[config.mk]
export PLATFORM = sky130hd
export DESIGN_NAME = psdsqrt_sched
export DESIGN_NICKNAME = d
export VERILOG_FILES = /design/src/rtl/psdsqrt_sched.sv
export SDC_FILE = /design/constraint.sdc
export NUM_CORES = 1
export LEC_CHECK = 0
export ABC_AREA = 0
export CELL_PAD_IN_SITES_DETAIL_PLACEMENT = 1
export CELL_PAD_IN_SITES_GLOBAL_PLACEMENT = 2
export CORE_MARGIN = 1.5
export CORE_UTILIZATION = 15
export CTS_CLUSTER_SIZE = 25
export DETAILED_ROUTE_END_ITERATION = 16
export PLACE_DENSITY = 0.85
export SYNTH_ARGS = -nofsm -noshare
export SYNTH_HDL_FRONTEND = slang
export SYNTH_SLANG_ARGS = --single-unit
[constraint.sdc]
create_clock -name clock -period 4.9 [get_ports clock]
set_input_delay 0.49 -clock clock [delete_from_list [all_inputs] [get_ports clock]]
set_output_delay 0.49 -clock clock [all_outputs]
set_load 0.1 [all_outputs]
[src/rtl/psdsqrt_sched.sv]
// psdsqrt_sched: round-robin scheduler sharing one psdsqrt square-root
// datapath among NREQ requesters.
//
// Ports:
//   clock     rising-edge master clock
//   reset     asynchronous active-low reset
//   req       per-requester request, held until the matching ack
//   xin_all   packed operands, requester i at [i*NBITSIN +: NBITSIN]
//   ack       one-hot pulse, operand of the granted requester consumed
//   done      one-hot pulse, sqrt_out valid for the granted requester
//   sqrt_out  result, 0 unless done is non-zero
//   busy      high whenever a job is in flight
//   sq_start  datapath start pulse
//   sq_stop   datapath stop pulse
//   sq_xin    datapath operand, 0 outside START
//   sq_sqrt   registered result from the datapath
//
// A job walks IDLE -> START -> RUN (NBITSIN/2 cycles) -> STOP -> WAIT -> DONE.
// DONE re-arbitrates directly, so back-to-back jobs skip IDLE.

module psdsqrt_sched #(
    parameter int NBITSIN = 32,
    parameter int NREQ    = 4
) (
    input  logic                      clock,
    input  logic                      reset,
    input  logic [NREQ-1:0]           req,
    input  logic [NREQ*NBITSIN-1:0]   xin_all,
    output logic [NREQ-1:0]           ack,
    output logic [NREQ-1:0]           done,
    output logic [NBITSIN/2-1:0]      sqrt_out,
    output logic                      busy,
    output logic                      sq_start,
    output logic                      sq_stop,
    output logic [NBITSIN-1:0]        sq_xin,
    input  logic [NBITSIN/2-1:0]      sq_sqrt
);

    localparam int HW = NBITSIN / 2;
    localparam int CW = $clog2(HW) + 1;
    localparam int GW = (NREQ > 1) ? $clog2(NREQ) : 1;
    localparam logic [CW-1:0] CNT_LAST  = CW'(HW - 1);
    localparam logic [GW-1:0] LAST_INIT = GW'(NREQ - 1);

    typedef enum logic [2:0] {
        S_IDLE,
        S_START,
        S_RUN,
        S_STOP,
        S_WAIT,
        S_DONE
    } state_t;

    state_t          state, state_nx;
    logic [CW-1:0]   cnt, cnt_nx;
    logic [GW-1:0]   gnt, last_gnt;
    logic [GW-1:0]   win, cand;
    logic            any_req;
    logic            gnt_ld;

    // Round-robin pick: scan from the slot after the last winner, wrapping,
    // and take the first requester that is high.
    always_comb begin
        win     = last_gnt;
        cand    = '0;
        any_req = 1'b0;
        for (int k = 1; k <= NREQ; k++) begin
            cand = GW'((int'(last_gnt) + k) % NREQ);
            if (!any_req && req[cand]) begin
                win     = cand;
                any_req = 1'b1;
            end
        end
    end

    always_comb begin
        state_nx = state;
        cnt_nx   = cnt;
        gnt_ld   = 1'b0;
        case (state)
            S_IDLE: begin
                if (any_req) begin
                    state_nx = S_START;
                    gnt_ld   = 1'b1;
                end
            end
            S_START: begin
                state_nx = S_RUN;
                cnt_nx   = '0;
            end
            S_RUN: begin
                cnt_nx = cnt + 1'b1;
                if (cnt == CNT_LAST) state_nx = S_STOP;
            end
            S_STOP:  state_nx = S_WAIT;
            S_WAIT:  state_nx = S_DONE;
            S_DONE: begin
                if (any_req) begin
                    state_nx = S_START;
                    gnt_ld   = 1'b1;
                end else begin
                    state_nx = S_IDLE;
                end
            end
            default: state_nx = S_IDLE;
        endcase
    end

    always_ff @(posedge clock or negedge reset) begin
        if (!reset) begin
            state    <= S_IDLE;
            cnt      <= '0;
            gnt      <= '0;
            last_gnt <= LAST_INIT;
        end else begin
            state <= state_nx;
            cnt   <= cnt_nx;
            if (gnt_ld) begin
                gnt      <= win;
                last_gnt <= win;
            end
        end
    end

    // Outputs decode straight from state so an asynchronous reset clears
    // them in the same instant.
    always_comb begin
        ack      = '0;
        done     = '0;
        sqrt_out = '0;
        sq_xin   = '0;
        busy     = (state != S_IDLE);
        sq_start = (state == S_START);
        sq_stop  = (state == S_STOP);
        if (state == S_START) begin
            ack[gnt] = 1'b1;
            sq_xin   = xin_all[gnt*NBITSIN +: NBITSIN];
        end
        if (state == S_DONE) begin
            done[gnt] = 1'b1;
            sqrt_out  = sq_sqrt;
        end
    end

endmodule

Yosys cells after proc, flatten, opt, wreduce, memory -nomap -nowiden. Index checks and enable logic that the tools add are counted. Widths: inputs -> output; s select.

Input bits: 150. Register bits: 12. ROM bits: 0. Memories kept: 0. Output and inout port bits: 59. Latch bits: 0. Word-level logic and storage cells: 65. Memory bits (writable): 0.

Shift operators: 1. Magnitude comparators: 6. Reduce and logical (&&, ||, !) cells: 12. Add/sub/neg operators: 5. Eq/ne operators: 8. Multiplexer cells: 29. Multiply operators: 0. Div/mod/pow operators: 0. Bitwise operators: 0.

Operator list (count): $shiftx 128x8->32 (1); $mux 32 (1); $pmux 3 s6 (1); $mux 16 (1); $lt 2x3->1 const B (5); $mux 1 (12); $pmux 5 s2 (1); $bmux 1 s2 (4); $mux 2 (4); $mux 4 (2); $eq 3x2->1 const B (2); $eq 3x3->1 const B (2); $mux 3 (2); $add 5x1->5 const B (1); $eq 5x4->1 const B (1); $add 2x1->2 const B (2); $add 2x2->2 const B (2); $logic_and 1x1->1 (4); $ne 2x2->1 const B (2); $eq 3x1->1 const B (1); $logic_not 1->1 (3); $logic_not 3->1 (1); $reduce_bool 3->1 (1); $demux 1 s2 (1); other kinds (4) (4).

Logic depth before layout (Yosys ltp). Gate-level depths: netlist (run 1).

Depth after elaboration: 15. Mapped depth: 6. Gate-level depth less buffers: 6.

Worst setup path after synthesis (run 1). Ideal clock, no wire load.

Path type: register to output. Start point: reg state[2]. End point: out ack[0]. Required time: 4.410 ns. Arrival: 3.145 ns. Slack: 1.265 ns. Cell stages (with the launch flop): 6. Path buffers: 2. Cell sequence: dfrtp_1 buf_2 inv_1 nand3_1 clkbuf_1 nor3_1.

Cells in the longest elaborated chain, start to end: 2.

RTL lines: start, declared (RTL line 54) `state_t state, state_nx;`; start signal, assigned (RTL line 116) `state <= state_nx;`; $eq 3x1->1 (RTL line 135) `if (state == S_START) begin`; $mux 4 (RTL line 135); end, declared (RTL line 29) `output logic [NREQ-1:0] ack,`.

No other way between the ends.

Final worst setup path (run 1).
Start point: reg state[0]. End point: out done[3].

Cells in the longest elaborated chain, start to end: 2.

RTL lines: $eq 3x3->1 (RTL line 139) `if (state == S_DONE) begin`; $mux 4 (RTL line 139); end, declared (RTL line 30) `output logic [NREQ-1:0] done,`.

No other way between the ends.

==> flow_summary.toml, run 1 <==
[synth]
async_flop_share_pct = 100
yosys_warnings = 0
synth_cell_types = 40
synth-edff-count = 0
ys.flop_type = "dfrtp_1"
synth_area_per_cell_sq_um = 9.92
synthTopCellsByArea = "mux4_2 (38%), dfrtp_1 (13%), nor2b_1 (11%), and2_1 (5.3%), dfstp_2 (2.8%)"
synthCells = 192
ys_ff_latch = 12
synth_fp_nets = 344
synthesis.area_sq_um = 1900
synth_common_cells = "mux4_2 (32), nor2b_1 (32), and2_1 (16)"
synth_top_area_cell = "mux4_2"
synth_top_area_share_pct = 37.8
seq_area_frac_synth_pct = 15.9

[cts]
clk_latency_ps = 240
htree_levels = 1
cts_buffers = 3
max-clock-path-buffers = 2
clkTransAtPathRegs_ps = 50
hold_buffers = 0
cts_root_buf = "clkbuf_16"
cts_setup_buffers = 0
cts_tree = "yes"
clock_sinks = 12
ctsResizeCount = 0

[timing]
slew_viol_final = 0
finalSetupViolations = 0
rsz0062_at_grt = "false"
fin_skew_ps = 4.12
relSlewSlack_pct = 33.3
tightest_slew_ps = 998
finalHoldViolCount = 0
fin_crit_sh_pct = 69.4
finalSetupTns_ps = 0
layout_min_cycle_time_ps = 3400
fmax_mhz = 294

[detailed_routing]
top_layer = "met4"
ant_nets = 0
routed_wl_mm = 9.48
vias = 2373
first_pass_iters = 4
viasPerCell = 4.27
drc = 0
wl_met2_mm = 5.02
wl_met3_um = 693
dr.first_iter.drc_count = 78
wl_per_cell_um = 17.0
drt-met1-wl_mm = 3.60

[grt]
grt_max_degree = 40
track_usage_pct = 12.8
grt_pass1_wl_mm = 13.3
overflow = 0
antenna_found_initial = 0
grt_pass1_vias = 2506

[die]
dieWidth_um = 116
die_h_um = 116
rows = 40
dieArea_sq_um = 13400
core_area_sq_um = 12200
initial_core_util_pct = 15.6
io_pins = 209

[worst_setup_path]
r2r_cells = 4
endpoint_kind = "output pin"
cp_data_required_time_ps = 4410
r2r-start = "state[0]"
rrSetupSlack_ps = 3010
arrival_ps = 2910
path_class = "reg -> out"
path_depth = 3
path_buf_inv = 1
slowest_stage = "clkdlybuf4s50_1"
cp_max_fo = 20
cp_common_cell = "and3_1"
crit_chain = "and3_1, and3_1, clkdlybuf4s50_1"
slowest_delay_ps = 1140
cp-startpoint = "state[0]"
cpLargestDelayFamily = "buffers and inverters"
start_kind = "flop"
cp-endpoint = "done[3]"
r2r_end = "gnt[0]"

[placement]
place_congestion = 0.745
dp_hpwl_mm = 8.07
portBuffers = 208

[job]
cap_violations = 0

[power_and_ir_drop]
powerDensity_nw_per_um2 = 575
ir_drop_v = 0.000246
p_leak_nw = 1.58
power_mw = 2.37

[outcome]
status = "finished, final reports clean"

[min_path]
hold_path.class = "reg -> reg"

[final_layout]
layout-drive-gt1-share_pct = 20.9
final_nets = 541
area_growth_pct = 116
n_antenna_cell = 0
==> cell families after synthesis <==
family	Yosys count	share of synthesized area, %
AND/OR/NAND/NOR	91	28.1
multiplexers	34	38.9
buffers and inverters	26	6.18
AO/OA/AOI/OAI	24	8.15
flip-flops	12	15.9
adder cells (fa/ha/maj)	3	1.84
XOR/XNOR	2	0.920
==> per-layer routing <==
metal | vias up | track usage [%]
li1 | 1112 | -
met4 | 0 | 2.36
met3 | 13 | 2.46
met5 | - | 0
met1 | 1145 | 14.4
met2 | 103 | 24.9
==> stage by stage <==
stage               hold WS (ps)  setup slack (ps)  cells  cell area [sq um]  utilization, %
floorplan                    194              1270    192               1900               -
global placement             496              1820    552               4040            33.1
finish                       510              1500    556               4120            33.7
global route                 533              1310    556               4120            33.7
CTS                          513              1470    556               4120            33.7
detailed placement           504              1720    552               4040            33.1
==> power by group <==
part / switching [mW] / internal [mW]
registers: 0.176 / 0.149
logic: 1.23 / 0.657
clock network: 0.0427 / 0.110
==> how the worst min path moves through the flow <==
stage | start | end | slack, ps | depth (start not counted)
2_1_floorplan | reset | cnt[0] | 190 | 0
3_3_place_gp | last_gnt[0] | last_gnt[0] | 500 | 2
3_5_place_dp | last_gnt[0] | last_gnt[0] | 500 | 2
4_1_cts | last_gnt[0] | last_gnt[0] | 510 | 2
5_1_grt | last_gnt[0] | last_gnt[0] | 530 | 2
6_report | last_gnt[0] | last_gnt[0] | 510 | 2
==> cell type report <==
| cell class | instances | area [sq um] |
|---|---|---|
| fillers | 1423 | 8100 |
| well taps | 168 | 210 |
| repair buffers | 210 | 2010 |
| inverters | 8 | 30.0 |
| flip-flops and latches | 12 | 305 |
| clock buffers | 4 | 78.8 |
| multi-input cells | 154 | 1480 |
==> registers in the layout, indices dropped and copies added, names as in the netlist <==
register and flops:
cnt 5, last_gnt 2, state 3, gnt 2
==> placed cells by master (no fill, tap or decap), types with 3 or more instances in the layout <==
| master | count |
|---|---|
| and3_1 | 5 |
| dfrtp_1 | 8 |
| clkdlybuf4s50_1 | 172 |
| nand2b_1 | 4 |
| nand2_1 | 8 |
| nand3_1 | 3 |
| buf_4 | 38 |
| o21ai_0 | 7 |
| nor2_1 | 7 |
| and2_1 | 16 |
| a21oi_1 | 6 |
| a21o_1 | 3 |
| mux4_2 | 32 |
| nor4_1 | 3 |
| clkbuf_16 | 3 |
| nor3_1 | 3 |
| inv_1 | 8 |
| nor2b_1 | 32 |
==> worst register-to-register path: stages (launching register included) <==
cell	delay, ps
dfrtp_1	590
xor2_1	250
or3_1	430
nor4_1	420
a21oi_1	70
(Power assumes the default switching activity.)
==> run 2, diff against run 1 <==
CORE_UTILIZATION = 14   (was 15)
PLACE_DENSITY = 0.8   (was 0.85)
clock period = 3.5 ns   (was 4.9 ns; I/O delays follow)
==> run 2 against run 1 <==
Routed wire length rose by 4.5%. Final cell count grew 2.2%. Critical path depth is 3 higher. Critical endpoint is now ack[3].
==> flow_summary.toml, run 2 (synthesis results as in run 1) <==
[cts]
clock_sinks = 12
cts_root_buf = "clkbuf_16"
cts_tree = "yes"
max-clock-path-buffers = 2
ctsResizeCount = 0
hold_buffers = 0
cts_setup_buffers = 0
cts_buffers = 3
htree_levels = 1
clk_latency_ps = 240
clkTransAtPathRegs_ps = 50

[worst_setup_path]
crit_chain = "inv_1, nand3_1, buf_4, inv_1, and3_1, buf_12"
arrival_ps = 2210
slowest_delay_ps = 530
path_depth = 6
cp-endpoint = "ack[3]"
r2r_cells = 5
endpoint_kind = "output pin"
cp_common_cell = "inv_1"
start_kind = "flop"
path_class = "reg -> out"
cp_data_required_time_ps = 3150
r2r-start = "state[0]"
cp-startpoint = "state[1]"
r2r_end = "gnt[0]"
cp_max_fo = 31
path_buf_inv = 4
cpLargestDelayFamily = "buffers and inverters"
slowest_stage = "dfrtp_1"
rrSetupSlack_ps = 1620

[power_and_ir_drop]
p_leak_nw = 1.76
power_mw = 3.80
powerDensity_nw_per_um2 = 832
ir_drop_v = 0.000265

[die]
rows = 42
io_pins = 209
dieWidth_um = 120
initial_core_util_pct = 14.4
dieArea_sq_um = 14300
core_area_sq_um = 13200
die_h_um = 120

[grt]
grt_pass1_vias = 2500
overflow = 0
antenna_found_initial = 1
grt_max_degree = 40
track_usage_pct = 12.9
grt_pass1_wl_mm = 14.6

[timing]
tightest_slew_ps = 565
rsz0062_at_grt = "false"
relSlewSlack_pct = 62.2
fin_skew_ps = 1.57
finalSetupViolations = 0
finalHoldViolCount = 0
fin_crit_sh_pct = 73.3
layout_min_cycle_time_ps = 2560
finalSetupTns_ps = 0
fmax_mhz = 390
slew_viol_final = 0

[detailed_routing]
ant_nets = 0
vias = 2405
viasPerCell = 4.23
drc = 0
wl_per_cell_um = 17.4
first_pass_iters = 4
routed_wl_mm = 9.90
dr.first_iter.drc_count = 106

[final_layout]
regMostFlops = "cnt"
area_growth_pct = 140
instances_no_fill = 568
multiInputGateArea_sq_um = 1480
final_common_cell = "clkdlybuf4s50_1"
fillers = 1497
regArea_sq_um = 304
final_nets = 544
layout-drive-gt1-share_pct = 27.4
largest_register_ffs = 5
top_regs = "cnt: 5 flops, state: 3 flops"
layout_common_cells = "clkdlybuf4s50_1 (149), buf_12 (37), mux4_2 (32), nor2b_1 (32), buf_4 (27)"

[min_path]
hold_path.class = "in -> async"

[outcome]
status = "finished, final reports clean"

[placement]
dp_hpwl_mm = 8.38
portBuffers = 208
place_inst = 563
place_congestion = 0.778

[job]
cap_violations = 0
==> run 2: where the power goes <==
part	internal (mW)	switching, mW	total (mW)
registers	0.210	0.114	0.323
clock network	0.173	0.0626	0.235
logic	1.28	1.96	3.24
==> run 2: how the worst min path moves through the flow <==
stage | startpoint | endpoint
detailed placement | last_gnt[0] | last_gnt[0]
CTS | reset | state[2]
global route | reset | state[2]
floorplan | reset | cnt[0]
finish | reset | state[2]
global placement | last_gnt[0] | last_gnt[0]
==> run 2: routing by layer <==
layer / share of wire, % / global-route usage, % / vias to the layer above
li1: - / - / 1112
met1: 39 / 15.5 / 1186
met2: 53 / 24.2 / 103
met3: 6.4 / 2.66 / 4
met4: 1.0 / 1.71 / 0
met5: 0 / 0 / -
==> run 2: layout make-up <==
type                       count  area share [%]
timing repair buffer         213            53.3
multi-input combinational    154            32.5
sequential                    12            6.66
tap                          176            4.82
clock buffer                   4            1.95
inverter                       8           0.658
antenna                        1          0.0548
==> run 2: per-stage QoR <==
step | instance area (sq um) | worst slack (ps) | util (%) | hold WS [ps]
finish | 4560 | 936 | 34.5 | 476
global route | 4560 | 777 | 34.5 | 530
CTS | 4560 | 911 | 34.4 | 502
detailed placement | 4470 | 1170 | 33.8 | 515
global placement | 4470 | 1230 | 33.8 | 496
floorplan | 1900 | 5.47 | - | 54.4
